--- src/rtl/timer_pkg.sv ---
// Shared types and constants for the countdown timer and its prescaler.
package timer_pkg;

  typedef enum logic [1:0] {
    StIdle   = 2'd0,
    StRun    = 2'd1,
    StPaused = 2'd2,
    StDone   = 2'd3
  } timer_state_t;

  localparam logic MODE_ONESHOT = 1'b0;
  localparam logic MODE_RELOAD  = 1'b1;

endpackage

--- src/rtl/tick_prescaler.sv ---
// Clock divider: asserts tick once every divisor+1 enabled clocks.
module tick_prescaler #(
  parameter int unsigned PRESCALE_W = 8
) (
  input  logic                  clock,
  input  logic                  reset,
  input  logic                  clear,
  input  logic                  enable,
  input  logic [PRESCALE_W-1:0] divisor,
  output logic                  tick
);

  logic [PRESCALE_W-1:0] r_count;

  assign tick = enable && (r_count == divisor);

  always_ff @(posedge clock or posedge reset) begin
    if (reset) begin
      r_count <= '0;
    end else if (clear) begin
      r_count <= '0;
    end else if (enable) begin
      r_count <= tick ? '0 : r_count + 1'b1;
    end
  end

endmodule

--- src/rtl/countdown_timer_ctrl.sv ---
// Countdown timer with prescaler, pause/resume, one-shot or auto-reload, and expiry pulse.
module countdown_timer_ctrl
  import timer_pkg::*;
#(
  parameter int unsigned WIDTH      = 9,
  parameter int unsigned PRESCALE_W = 8
) (
  input  logic                  clock,
  input  logic                  reset,
  input  logic                  load,
  input  logic [WIDTH-1:0]      load_value,
  input  logic                  start,
  input  logic                  pause,
  input  logic                  mode,
  input  logic [PRESCALE_W-1:0] prescale,
  output logic [WIDTH-1:0]      current,
  output logic                  expired,
  output logic                  running,
  output logic [1:0]            state
);

  timer_state_t          r_state, w_state_nxt;
  logic [WIDTH-1:0]      r_current, w_current_nxt;
  logic [WIDTH-1:0]      r_reload, w_reload_nxt;
  logic [PRESCALE_W-1:0] r_prescale, w_prescale_nxt;
  logic                  r_mode, w_mode_nxt;
  logic                  r_expired, w_expired_nxt;
  logic                  r_running;

  logic w_start_acc, w_pause_acc, w_presc_en, w_presc_clear, w_tick;

  // Priority load > start > pause; start in RUN is a no-op but still masks pause.
  assign w_start_acc = start && !load && (r_state != StRun);
  assign w_pause_acc = pause && !load && !start && (r_state == StRun);
  assign w_presc_en  = (r_state == StRun) && !load && !w_pause_acc;

  tick_prescaler #(
    .PRESCALE_W(PRESCALE_W)
  ) u_prescaler (
    .clock  (clock),
    .reset  (reset),
    .clear  (w_presc_clear),
    .enable (w_presc_en),
    .divisor(r_prescale),
    .tick   (w_tick)
  );

  always_comb begin
    w_state_nxt    = r_state;
    w_current_nxt  = r_current;
    w_reload_nxt   = r_reload;
    w_prescale_nxt = r_prescale;
    w_mode_nxt     = r_mode;
    w_expired_nxt  = 1'b0;
    w_presc_clear  = 1'b0;

    if (load) begin
      w_current_nxt  = load_value;
      w_reload_nxt   = load_value;
      w_prescale_nxt = prescale;
      w_presc_clear  = 1'b1;
      w_state_nxt    = StIdle;
    end else if (w_start_acc) begin
      w_mode_nxt = mode;
      if (r_state == StPaused) begin
        w_state_nxt = StRun;
      end else if (r_current != '0) begin
        w_state_nxt   = StRun;
        w_presc_clear = 1'b1;
      end else begin
        w_state_nxt   = StDone;
        w_expired_nxt = 1'b1;
      end
    end else if (w_pause_acc) begin
      w_state_nxt = StPaused;
    end else if (w_tick) begin
      if (r_current > WIDTH'(1)) begin
        w_current_nxt = r_current - 1'b1;
      end else if (r_mode == MODE_RELOAD && r_reload != '0) begin
        w_current_nxt = r_reload;
        w_expired_nxt = 1'b1;
      end else begin
        w_current_nxt = '0;
        w_state_nxt   = StDone;
        w_expired_nxt = 1'b1;
      end
    end
  end

  always_ff @(posedge clock or posedge reset) begin
    if (reset) begin
      r_state    <= StIdle;
      r_current  <= '0;
      r_reload   <= '0;
      r_prescale <= '0;
      r_mode     <= MODE_ONESHOT;
      r_expired  <= 1'b0;
      r_running  <= 1'b0;
    end else begin
      r_state    <= w_state_nxt;
      r_current  <= w_current_nxt;
      r_reload   <= w_reload_nxt;
      r_prescale <= w_prescale_nxt;
      r_mode     <= w_mode_nxt;
      r_expired  <= w_expired_nxt;
      r_running  <= (w_state_nxt == StRun);
    end
  end

  assign current = r_current;
  assign expired = r_expired;
  assign running = r_running;
  assign state   = r_state;

endmodule

--- config.mk ---
export PLATFORM = sky130hd
export DESIGN_NAME = countdown_timer_ctrl
export DESIGN_NICKNAME = d
export VERILOG_FILES = /design/src/rtl/timer_pkg.sv /design/src/rtl/tick_prescaler.sv /design/src/rtl/countdown_timer_ctrl.sv
export SDC_FILE = /design/constraint.sdc
export NUM_CORES = 1
export LEC_CHECK = 0
export CORE_UTILIZATION = 54
export DETAILED_ROUTE_END_ITERATION = 16
export DONT_BUFFER_PORTS = 1
export MAX_ROUTING_LAYER = met4
export PLACE_DENSITY = 0.77
export SLEW_MARGIN = 20
export SYNTH_ARGS = -nofsm -noshare
export SYNTH_HDL_FRONTEND = slang
export SYNTH_HIERARCHICAL = 1
export SYNTH_SLANG_ARGS = --single-unit
--- constraint.sdc ---
create_clock -name clock -period 5.9 [get_ports clock]
set_input_delay 1.18 -clock clock [delete_from_list [all_inputs] [get_ports clock]]
set_output_delay 1.18 -clock clock [all_outputs]
set_load 0.005 [all_outputs]
# --- After elaboration in Yosys (flattened, before gate mapping) ---
# Index checks and enable logic that the tools add are counted.
# Widths: inputs -> output; s select.
classes:
  addsub: 2
  n_mul: 0
  div: 0
  n_lt_le_gt_ge: 1
  eq_ne: 7
  n_shift: 0
  muxes: 28
  n_bitwise: 1
  n_reduce_logical: 18
op_table:
  columns: ["operator", "n"]
  rows:
  - ["$mux 9", 6]
  - ["$mux 8", 3]
  - ["$reduce_bool 9->1", 2]
  - ["$mux 2", 8]
  - ["$mux 1", 11]
  - ["$gt 9x1->1 const B", 1]
  - ["$logic_and 1x1->1", 9]
  - ["$sub 9x1->9 const B", 1]
  - ["$add 8x1->8 const B", 1]
  - ["$eq 8x8->1", 1]
  - ["$eq 2x1->1 const B", 2]
  - ["$ne 2x2->1 const B", 2]
  - ["$reduce_bool 2->1", 2]
  - ["$logic_not 1->1", 3]
  - ["$reduce_and 3->1", 1]
  - ["$eq 2x2->1 const B", 1]
  - ["$ne 2x1->1 const B", 1]
  - ["$reduce_and 2->1", 1]
  - ["$not 1->1", 1]
word_totals:
  register_bits: 39
  latch_bits: 0
  ram_bits: 0
  romBits: 0
  inputBits: 23
  out_inout_bits: 13
  word_cells: 65
  memories: 0

# --- Logic depth before layout (Yosys ltp) ---
# Gate-level depths: netlist of run 1.
logic_depth:
  word_depth: 12
  mapped_depth: 10
  ltp_nobuf: 8

# --- Modules after synthesis ---
# Netlist of run 1, hierarchy kept.
by_module_without_submodules:
  columns: ["module", "n_inst", "cells_each", "area_each_um2", "seq_area_each_um2"]
  rows:
  - ["countdown_timer_ctrl", 1, 162, 1651.6, 775.7]
  - ["tick_prescaler", 1, 53, 510.5, 200.2]

# --- Worst setup path before layout of run 1 ---
# Ideal clock, no wire load.
synth_timing:
  path_kind: "input to register"
  start: "in load"
  end: "reg r_current[6] (netlist: current[6])"
  setup_ps: 134
  arrival_time_ps: 3023
  required_ps: 5766
  path_slack_ps: 2743
  stages: 9
  path_buffers: 3
  cell_sequence: "clkbuf_1 -> clkbuf_1 -> nor3_1 -> clkbuf_2 -> inv_1 -> nor3_4 -> a31oi_1 -> a221o_1 -> a2bb2oi_2"
synth_via:
  elab_chain_len: 9
  word_cells_on_any_way: 15
  cone_classes: "eq/ne: 2; mux: 1; reduce/logical: 12"
synth_rtl:
  columns: ["item", "line", "rtl"]
  rows:
  - ["start, declared", "countdown_timer_ctrl.sv:10", "input logic load,"]
  - ["$logic_not 1->1 (*)", "countdown_timer_ctrl.sv:34, countdown_timer_ctrl.sv:35", null]
  - ["$logic_and 1x1->1 (3 in a row)", "countdown_timer_ctrl.sv:34", "assign w_pause_acc = pause && !load && !start && (r_state == StRun);"]
  - ["$logic_not 1->1", "countdown_timer_ctrl.sv:35", "assign w_presc_en = (r_state == StRun) && !load && !w_pause_acc;"]
  - ["$logic_and 1x1->1 (*)", "countdown_timer_ctrl.sv:35", null]
  - ["via w_presc_en", "countdown_timer_ctrl.sv:30", "logic w_start_acc, w_pause_acc, w_presc_en, w_presc_clear, w_tick;"]
  - ["$logic_and 1x1->1 (*)", "tick_prescaler.sv:15", "assign tick = enable && (r_count == divisor);"]
  - ["via w_tick", "countdown_timer_ctrl.sv:30", null]
  - ["$reduce_bool 2->1 (no line) (*)", null, null]
  - ["$reduce_and 3->1 (no line) (*)", null, null]
  - ["end signal, assigned", "countdown_timer_ctrl.sv:101", "r_current <= w_current_nxt;"]
  - ["end, declared", "countdown_timer_ctrl.sv:23", "logic [WIDTH-1:0] r_current, w_current_nxt;"]
# The timed path passes the listed nets; every way through them passes the cells marked *.
# A chain may end at the register's enable or synchronous reset.

# --- Final worst setup path of run 1 ---
layout_timing:
  start: "in pause"
  end: "reg r_current[7] (netlist: current[7])"
layout_via:
  elab_chain_len: 8
  word_cells_on_any_way: 9
  cone_classes: "eq/ne: 1; reduce/logical: 8"
layout_rtl:
  columns: ["item", "line", "rtl"]
  rows:
  - ["start, declared", "countdown_timer_ctrl.sv:13", "input logic pause,"]
  - ["$logic_and 1x1->1 (3 in a row)", "countdown_timer_ctrl.sv:34", null]
  - ["$logic_not 1->1", "countdown_timer_ctrl.sv:35", null]
  - ["$logic_and 1x1->1", "countdown_timer_ctrl.sv:35", null]
  - ["via w_presc_en", "countdown_timer_ctrl.sv:30", null]
  - ["$logic_and 1x1->1", "tick_prescaler.sv:15", null]
  - ["via w_tick", "countdown_timer_ctrl.sv:30", null]
  - ["$reduce_bool 2->1 (no line)", null, null]
  - ["$reduce_and 3->1 (no line)", null, null]
# The timed path passes the listed nets, and every way through them passes these cells.

==> qor.yml, run 1 <==
status: "complete, no violations"
timing.final.crit_share_pct: 54.5
worstSetupStartpointType: "input port"
gr-total-overflow: 0
worst_slew_pin_slew_ns: 0.779
viasPerCell: 6.38
cp_slowest_cell: "nor3_1"
globalplace.congestion: 0.864
initial_utilization_pct: 57.8
max_cap_viol_count: 0
grt_antenna_before_repair: 0
power_uw: 635
rr_worst_depth: 7
hold_class: "reg2reg"
grt_setup_unrepaired: "no"
r2r-end: "current[7]"
path_depth: 7
drt_pass1_iterations: 6
wl_per_cell_um: 17.3
hold_buffers: 0
fp.coreArea_um2: 3740
rows: 22
place_hpwl_um: 3350
leakage_nw: 0.950
grt_pass1_vias: 1576
grt_pass1_wl_um: 7680
diodes: 0
htreeDepth: 2
drc: 0
port_buffers: 0
synth_area_um2: 2160
setup_violations: 0
grt_use_total_pct: 24.8
finalHoldViolations: 0
drt-initial-drc-count: 163
worstHoldStart: "r_prescale[5]"
crit_arrival_ns: 3.41
cts_resized: 0
ant_nets: 0
r2r_start: "state[1]"
final-instance-count-excl-fill: 265
fmax_mhz: 311
holdWs_ns: 0.515
worstSetupStartpoint: "pause"
clock_skew_ns: 0.00524
die_w_um: 65.3
required_ns: 6.09
crit_buf_inv: 1
area.growth.synth_to_final_pct: 7.06
relSlewSlack_pct: 47.6
path_cells: "nor2b_1 > nor3_1 > inv_1 > nor3_4 > a31o_1 > a31oi_1 > o311ai_1"
cts_setup_buffers: 0
cts_buffers: 5
fin_setup_tns_ns: 0
final_util_pct: 61.8
ys_warn_count: 6
totalWireLength_um: 4590
clock_path_buffers: 2
synth_nets: 242
path_max_fanout: 12
synthFlopType: "dfrtp_1"
cts_sinks: 39
via_count: 1692
fin_nets: 243
end_kind: "flop"
ys_ff_latch: 39
synth-async-reset-ratio_pct: 100
grt_start_max_net_pins: 39
syn_inst: 215
fillCellCount: 345
clk_pin_slew_worst_paths_ns: 0.08
synth_cell_type_count: 51
seq_area_frac_synth_pct: 45.1
cts_root_buffer: "clkbuf_8"
dp.cells: 257
critPathCapture: "current[7]"
synth-edff-count: 0
critical_path_class: "in2reg"
die-area_um2: 4260
syn_avg_cell_area_um2: 10.1
cts_tree: "built"
fp.dieH_um: 65.3
ios: 36
reg2reg_slack_ns: 2.93
drive_gt1_share_pct: 7.83
slowest_delay_ns: 0.60
clock_latency_ns: 0.29
p_per_area_nw_per_um2: 274
cp_top_family: "simple AND/OR/NAND/NOR gates"
drv_slew: 0
period_needed_ns: 3.22
ir_drop_mv: 0.173
[cell type report]
class / count / area, um2 / share of cell area (%)
clock inverter: 3 / 43.8 / 1.89
inverter: 15 / 56.3 / 2.43
timing repair buffer: 1 / 7.51 / 0.324
multi-input combinational: 154 / 1100 / 47.6
tap: 48 / 60.1 / 2.59
sequential: 39 / 976 / 42.2
clock buffer: 5 / 68.8 / 2.97
[metal layers]
layer	up-vias	share of wire (%)	track usage [%]
met5	-	0	-
met2	72	45	35.3
met1	828	47	34.2
met4	0	1.6	10.1
met3	6	6.1	5.90
li1	786	-	-
[flip-flops by register name (all words and copies together), names as in the netlist]
name                 cells
current                  9
expired                  1
r_mode                   1
r_prescale               8
r_reload                 9
running                  1
state                    2
u_prescaler/r_count      8
[per-stage QoR]
stage               setup slack, ns  area (um2)
floorplan                      2.74        2160
global placement               2.52        2200
detailed placement             2.41        2200
CTS                            2.72        2310
global route                   2.47        2310
finish                         2.68        2310
[where the power goes]
part	total [mW]	internal, mW	switching, mW
combinational	0.0879	0.0404	0.0475
sequential	0.324	0.290	0.0332
clock	0.224	0.126	0.0979
[cells in the mapped netlist (2+ instances only)]
library cell / count / share of area [%]
a21oi_1: 9 / 2.1
xnor2_1: 12 / 4.9
a22oi_1: 3 / 1.0
clkbuf_1: 6 / 1.0
o2111ai_1: 3 / 1.2
nand4_1: 5 / 1.4
nand2_1: 13 / 2.3
o21ai_0: 6 / 1.4
nor2_1: 19 / 3.3
a222oi_1: 3 / 1.4
a41oi_1: 2 / 0.81
nand2b_1: 3 / 0.87
ha_1: 4 / 2.3
nor4_1: 2 / 0.58
nor3_1: 11 / 2.5
xor2_1: 4 / 1.6
o22ai_1: 2 / 0.58
a31oi_1: 7 / 2.0
inv_1: 14 / 2.4
nor2b_1: 4 / 1.2
o21ai_1: 2 / 0.46
mux2_1: 14 / 7.3
dfrtp_1: 39 / 45
[layout by cell type, fill, tap and decap left out, types with 4 or more instances in the layout]
cell type / n
dfrtp_1: 39
nor2_1: 19
mux2_1: 14
inv_1: 14
nand2_1: 13
xnor2_1: 12
nor3_1: 11
a21oi_1: 9
a31oi_1: 7
o21ai_0: 6
nand4_1: 5
clkbuf_8: 5
nor2b_1: 4
xor2_1: 4
ha_1: 4
[logic make-up (layout without fill, tap and decap cells)]
family,Yosys count,in the layout,share of synthesized area [%]
flops,39,39,45.1
fa+ha+maj,4,4,2.31
compound gates,48,48,15.9
xor+xnor,16,16,6.48
buf+inv,22,24,3.88
simple gates,70,70,18.1
mux,16,16,8.28
[worst register-to-register path, stage by stage, from the launching register on]
cell	delay (ns)
dfrtp_1	0.44
nand2b_1	0.26
nor3_1	0.68
inv_1	0.20
nor3_4	0.46
a31o_1	0.44
a31oi_1	0.14
o311ai_1	0.26
[worst min-delay path by stage]
stage | to | cells after the start
global placement | r_prescale[6] | 1
detailed placement | r_prescale[5] | 1
finish | r_prescale[5] | 1
floorplan | r_prescale[0] | 1
global route | r_prescale[6] | 1
CTS | r_prescale[5] | 1
Note: power is estimated with default switching activity, not from simulation.
==> run 2, diff against run 1 <==
- PLACE_DENSITY: 0.77 -> 0.8
- clock period: 5.9 -> 2.65 ns (I/O delays scaled with it)
==> qor.yml, run 2 (synthesis results as in run 1) <==
worst_slew_pin_slew_ns: 0.563  # -0.216 ns
viasPerCell: 6.19  # -3.1%
cts_root_buffer: "clkbuf_8"
period_needed_ns: 2.37
ios: 36  # unchanged
reg2reg_slack_ns: 0.28  # -2.65 ns
drt_pass1_iterations: 4  # -2
worstSetupStartpointType: "flop"
place_hpwl_um: 3360  # +0.31%
status: "complete, no violations"
drive_gt1_share_pct: 10.3  # +2.5 points
required_ns: 2.85  # -3.24 ns
die-area_um2: 4260  # unchanged
globalplace.congestion: 0.892  # +3.2%
gr-total-overflow: 0  # unchanged
clock_skew_ns: 0.0169  # +0.0116 ns
cts_tree: "built"
fp.coreArea_um2: 3740  # unchanged
final_cell_mix: "dfrtp_1, nor2_1, mux2_1, inv_1, nand2_1"
rr_worst_depth: 8  # +1
totalWireLength_um: 4650  # +1.3%
grt_use_total_pct: 24.5  # -0.31 points
cts_sinks: 39  # unchanged
port_buffers: 0  # unchanged
fillCellCount: 320  # -7.2%
via_count: 1677  # -0.89%
grt_setup_unrepaired: "no"
slowest_delay_ns: 0.46  # -0.14 ns
drt-initial-drc-count: 205  # +26%
grt_antenna_before_repair: 0  # unchanged
p_per_area_nw_per_um2: 608  # +120%
fin_setup_tns_ns: 0  # unchanged
ant_nets: 0  # unchanged
final_common_cell: "dfrtp_1"
clock_path_buffers: 2  # unchanged
clock_latency_ns: 0.30  # about the same
critPathCapture: "u_prescaler/r_count[4]"
setup_violations: 0  # unchanged
fp.dieH_um: 65.3  # unchanged
r2r_start: "current[4]"
timing.final.crit_share_pct: 89.3
drc: 0  # unchanged
fin_nets: 249  # +2.5%
wl_per_cell_um: 17.2  # -0.98%
path_max_fanout: 13  # +1
leakage_nw: 0.984  # +3.6%
grt_pass1_wl_um: 7740  # +0.81%
crit_arrival_ns: 2.57  # -0.84 ns
diodes: 0  # unchanged
finalHoldViolations: 0  # unchanged
grt_pass1_vias: 1601  # +1.6%
r2r-end: "u_prescaler/r_count[4]"
clk_pin_slew_worst_paths_ns: 0.09  # about the same
grt_start_max_net_pins: 39  # unchanged
area.growth.synth_to_final_pct: 9.38
holdWs_ns: 0.0679  # -0.448 ns
end_kind: "flop"
initial_utilization_pct: 57.8  # unchanged
seq_area_um2: 976  # unchanged
path_cells: "nor4_1 > buf_4 > nand4_1 > a41o_1 > o21ai_0 > nor2_1 > xnor2_1 > nor3_1"
worstSetupStartpoint: "current[4]"
cts_resized: 0  # unchanged
max_cap_viol_count: 0  # unchanged
htreeDepth: 2  # unchanged
dp_slack_ns: 0.327  # -2.08 ns
fmax_mhz: 423
die_w_um: 65.3  # unchanged
hold_class: "in2async"
relSlewSlack_pct: 62.0  # +14 points
rows: 22  # unchanged
cts_setup_buffers: 0  # unchanged
ir_drop_mv: 0.493  # +190%
hold_buffers: 0  # unchanged
cts_buffers: 5  # unchanged
critical_path_class: "reg2reg"
multiInputGateArea_um2: 1100  # unchanged
cp_slowest_cell: "dfrtp_1"
drv_slew: 0  # unchanged
setup_ws_ns: 0.284  # -2.40 ns
-- run 2: changes by cell type in the layout (fill, tap and decap cells not counted) --
cell	before	now
clkinv_4	1	0
buf_4	1	7
clkbuf_8	5	6
-- run 2: routing by layer --
| metal | share of wire, % | GRT usage, % |
|---|---|---|
| met5 | 0 | - |
| met4 | 1.3 | 8.97 |
| met3 | 6.8 | 6.25 |
| met2 | 46 | 36.7 |
| met1 | 46 | 32.2 |
-- run 2: final cells by class --
class	instances	share of cell area (%)
inverters	15	2.38
well taps	48	2.54
clock buffers	6	3.49
multi-input cells	154	46.6
flip-flops and latches	39	41.3
repair buffers	7	2.22
clock inverters	2	1.48
-- run 2: worst min path at each step --
stage | start | to | slack [ns]
after CTS | reset | u_prescaler/r_count[0] | 0.07
after global placement | reset | u_prescaler/r_count[6] | 0.39
after detailed placement | reset | u_prescaler/r_count[7] | 0.39
after global routing | reset | u_prescaler/r_count[1] | 0.09
final | reset | u_prescaler/r_count[0] | 0.07
after floorplan | reset | u_prescaler/r_count[0] | 0.35
-- run 2: through the flow --
step	utilization (%)	power [mW]	std cells	instance area (um2)
CTS	63.2	1.45	271	2360
global route	63.2	1.50	271	2360
detailed placement	60.0	0.931	263	2250
floorplan	-	0.880	215	2160
global placement	60.0	0.922	263	2250
finish	63.2	1.44	271	2360
-- run 2: power by group --
part	internal, mW	leakage [nW]	switching [mW]
registers	0.647	0.479	0.0712
logic	0.0951	0.444	0.109
clock network	0.305	0.0612	0.211
-- run 2: critical path, delay by kind of cell, from the launching register on --
kind            cells  cell delay [ns]
buf+inv             1             0.17
simple gates        4             0.68
flops               1             0.46
compound gates      2             0.82
xor+xnor            1             0.13
==> run 3, diff against run 2 <==
- CAP_MARGIN: not set -> 25
- CELL_PAD_IN_SITES_DETAIL_PLACEMENT: not set -> 1
- CELL_PAD_IN_SITES_GLOBAL_PLACEMENT: not set -> 2
- CORE_UTILIZATION: 54 -> 36
- PLACE_DENSITY: 0.8 -> 0.83
==> qor.yml, run 3 (synthesis results as in run 1) <==
setup_ws_ns: 0.350  # +0.0653 ns
relSlewSlack_pct: 58.0  # -4.0 points
max_cap_viol_count: 0  # unchanged
r2r_start: "current[4]"
setup_violations: 0  # unchanged
grt_setup_unrepaired: "no"
leakage_nw: 0.981  # -0.35%
rows: 27  # +23%
cts_resized: 0  # unchanged
grt_pass1_vias: 1843  # +15%
final_util_pct: 42.1  # -21 points
dp.cells: 289  # +9.9%
viasPerCell: 5.77  # -6.8%
fp.dieH_um: 79.5  # +22%
timing.final.crit_share_pct: 86.8  # -2.5 points
die_w_um: 79.5  # +22%
worstSetupStartpointType: "flop"
final-instance-count-excl-fill: 297  # +9.6%
fmax_mhz: 435  # +2.8%
totalWireLength_um: 5440  # +17%
htreeDepth: 2  # unchanged
place_hpwl_um: 4050  # +21%
cts_buffers: 5  # unchanged
cts_root_buffer: "clkbuf_8"
placed_area_um2: 2290  # +2.0%
cts_setup_buffers: 0  # unchanged
fin_nets: 251  # +0.80%
diodes: 0  # unchanged
power_mw: 1.33  # -7.7%
ios: 36  # unchanged
critical_path_class: "reg2reg"
ir_drop_mv: 0.225  # -54%
final_cell_mix: "dfrtp_1, nor2_1, mux2_1, inv_1, nand2_1"
gr-total-overflow: 0  # unchanged
worst_slew_pin_slew_ns: 0.622  # +0.0592 ns
fin_setup_tns_ns: 0  # unchanged
drive_gt1_share_pct: 11.1  # +0.80 points
holdWs_ns: 0.0692  # +0.00129 ns
final_common_cell: "dfrtp_1"
reg2reg_slack_ns: 0.35  # +0.07 ns
rr_worst_depth: 8  # unchanged
hold_buffers: 0  # unchanged
slowest_delay_ns: 0.46  # about the same
path_max_fanout: 6  # -7
period_needed_ns: 2.30  # -0.0653 ns
drc: 0  # unchanged
end_kind: "flop"
via_count: 1713  # +2.1%
ant_nets: 0  # unchanged
p_per_area_nw_per_um2: 559  # -8.2%
crit_arrival_ns: 2.51  # -0.06 ns
grt_pass1_wl_um: 9320  # +20%
grt_use_total_pct: 19.8  # -4.7 points
fp.coreArea_um2: 5640  # +51%
grt_start_max_net_pins: 39  # unchanged
drt_pass1_iterations: 5  # +1
clock_latency_ns: 0.29  # about the same
required_ns: 2.86  # about the same
path_cells: "nor4_1 > buf_4 > nand4_1 > a41o_1 > o21ai_0 > nor2_1 > xnor2_1 > nor3_1"
die-area_um2: 6320  # +48%
r2r-end: "u_prescaler/r_count[6]"
clk_pin_slew_worst_paths_ns: 0.08  # about the same
area.growth.synth_to_final_pct: 9.90
status: "complete, no violations"
final_area_um2: 2380  # +0.48%
hold_class: "in2async"
clock_skew_ns: 0.00465  # -0.0122 ns
port_buffers: 0  # unchanged
finalHoldViolations: 0  # unchanged
fillCellCount: 645  # +100%
wl_per_cell_um: 18.3  # +6.7%
cts_sinks: 39  # unchanged
globalplace.congestion: 0.829  # -7.0%
cts_tree: "built"
dp_slack_ns: 0.334  # +0.00638 ns
clock_path_buffers: 2  # unchanged
drv_slew: 0  # unchanged
cp_slowest_cell: "dfrtp_1"
drt-initial-drc-count: 102  # -50%
initial_utilization_pct: 38.3  # -19 points
grt_antenna_before_repair: 0  # unchanged
-- run 3: cell types whose count changed in the layout (fill, tap and decap cells not counted) --
cell / previous run / this run
buf_4: 7 / 9
bufinv_16: 1 / 0
clkbuf_8: 6 / 5
clkinv_2: 1 / 3
-- run 3: layout make-up --
class,instances,area (um2),share of cell area (%)
multi-input combinational,154,1100,46.4
timing repair buffer,9,67.6,2.84
clock buffer,5,68.8,2.90
inverter,15,56.3,2.37
sequential,39,976,41.1
clock inverter,3,15.0,0.632
tap,72,90.1,3.79
-- run 3: per-layer routing --
layer | vias up | global-route usage [%] | part of all wire, %
li1 | 816 | - | -
met1 | 847 | 24.4 | 45
met2 | 38 | 31.5 | 48
met3 | 12 | 4.46 | 4.8
met4 | 0 | 8.18 | 2.5
met5 | - | - | 0
-- run 3: how the worst max path moves through the flow --
stage / start / to / slack [ns] / depth (start not counted)
6_report: current[4] / u_prescaler/r_count[6] / 0.35 / 8
3_3_place_gp: current[4] / u_prescaler/r_count[4] / 0.39 / 8
3_5_place_dp: current[4] / u_prescaler/r_count[4] / 0.33 / 8
4_1_cts: current[4] / u_prescaler/r_count[4] / 0.31 / 8
2_1_floorplan: load / current[6] / 0.14 / 9
5_1_grt: current[4] / u_prescaler/r_count[6] / 0.13 / 8
-- run 3: critical path: cells and delay by family, from the launching register on --
family	cells	cell delay, ns
DFF	1	0.46
buffers and inverters	1	0.18
AOI/OAI and AO/OA	2	0.69
xor gates and xnor gates	1	0.15
and+or+nand+nor	4	0.74
-- run 3: where the power goes --
group          internal [mW]  leakage, nW  switching (mW)
combinational         0.0966        0.454           0.112
clock                  0.180       0.0477           0.218
sequential             0.647        0.479          0.0736
total                  0.924        0.981           0.404
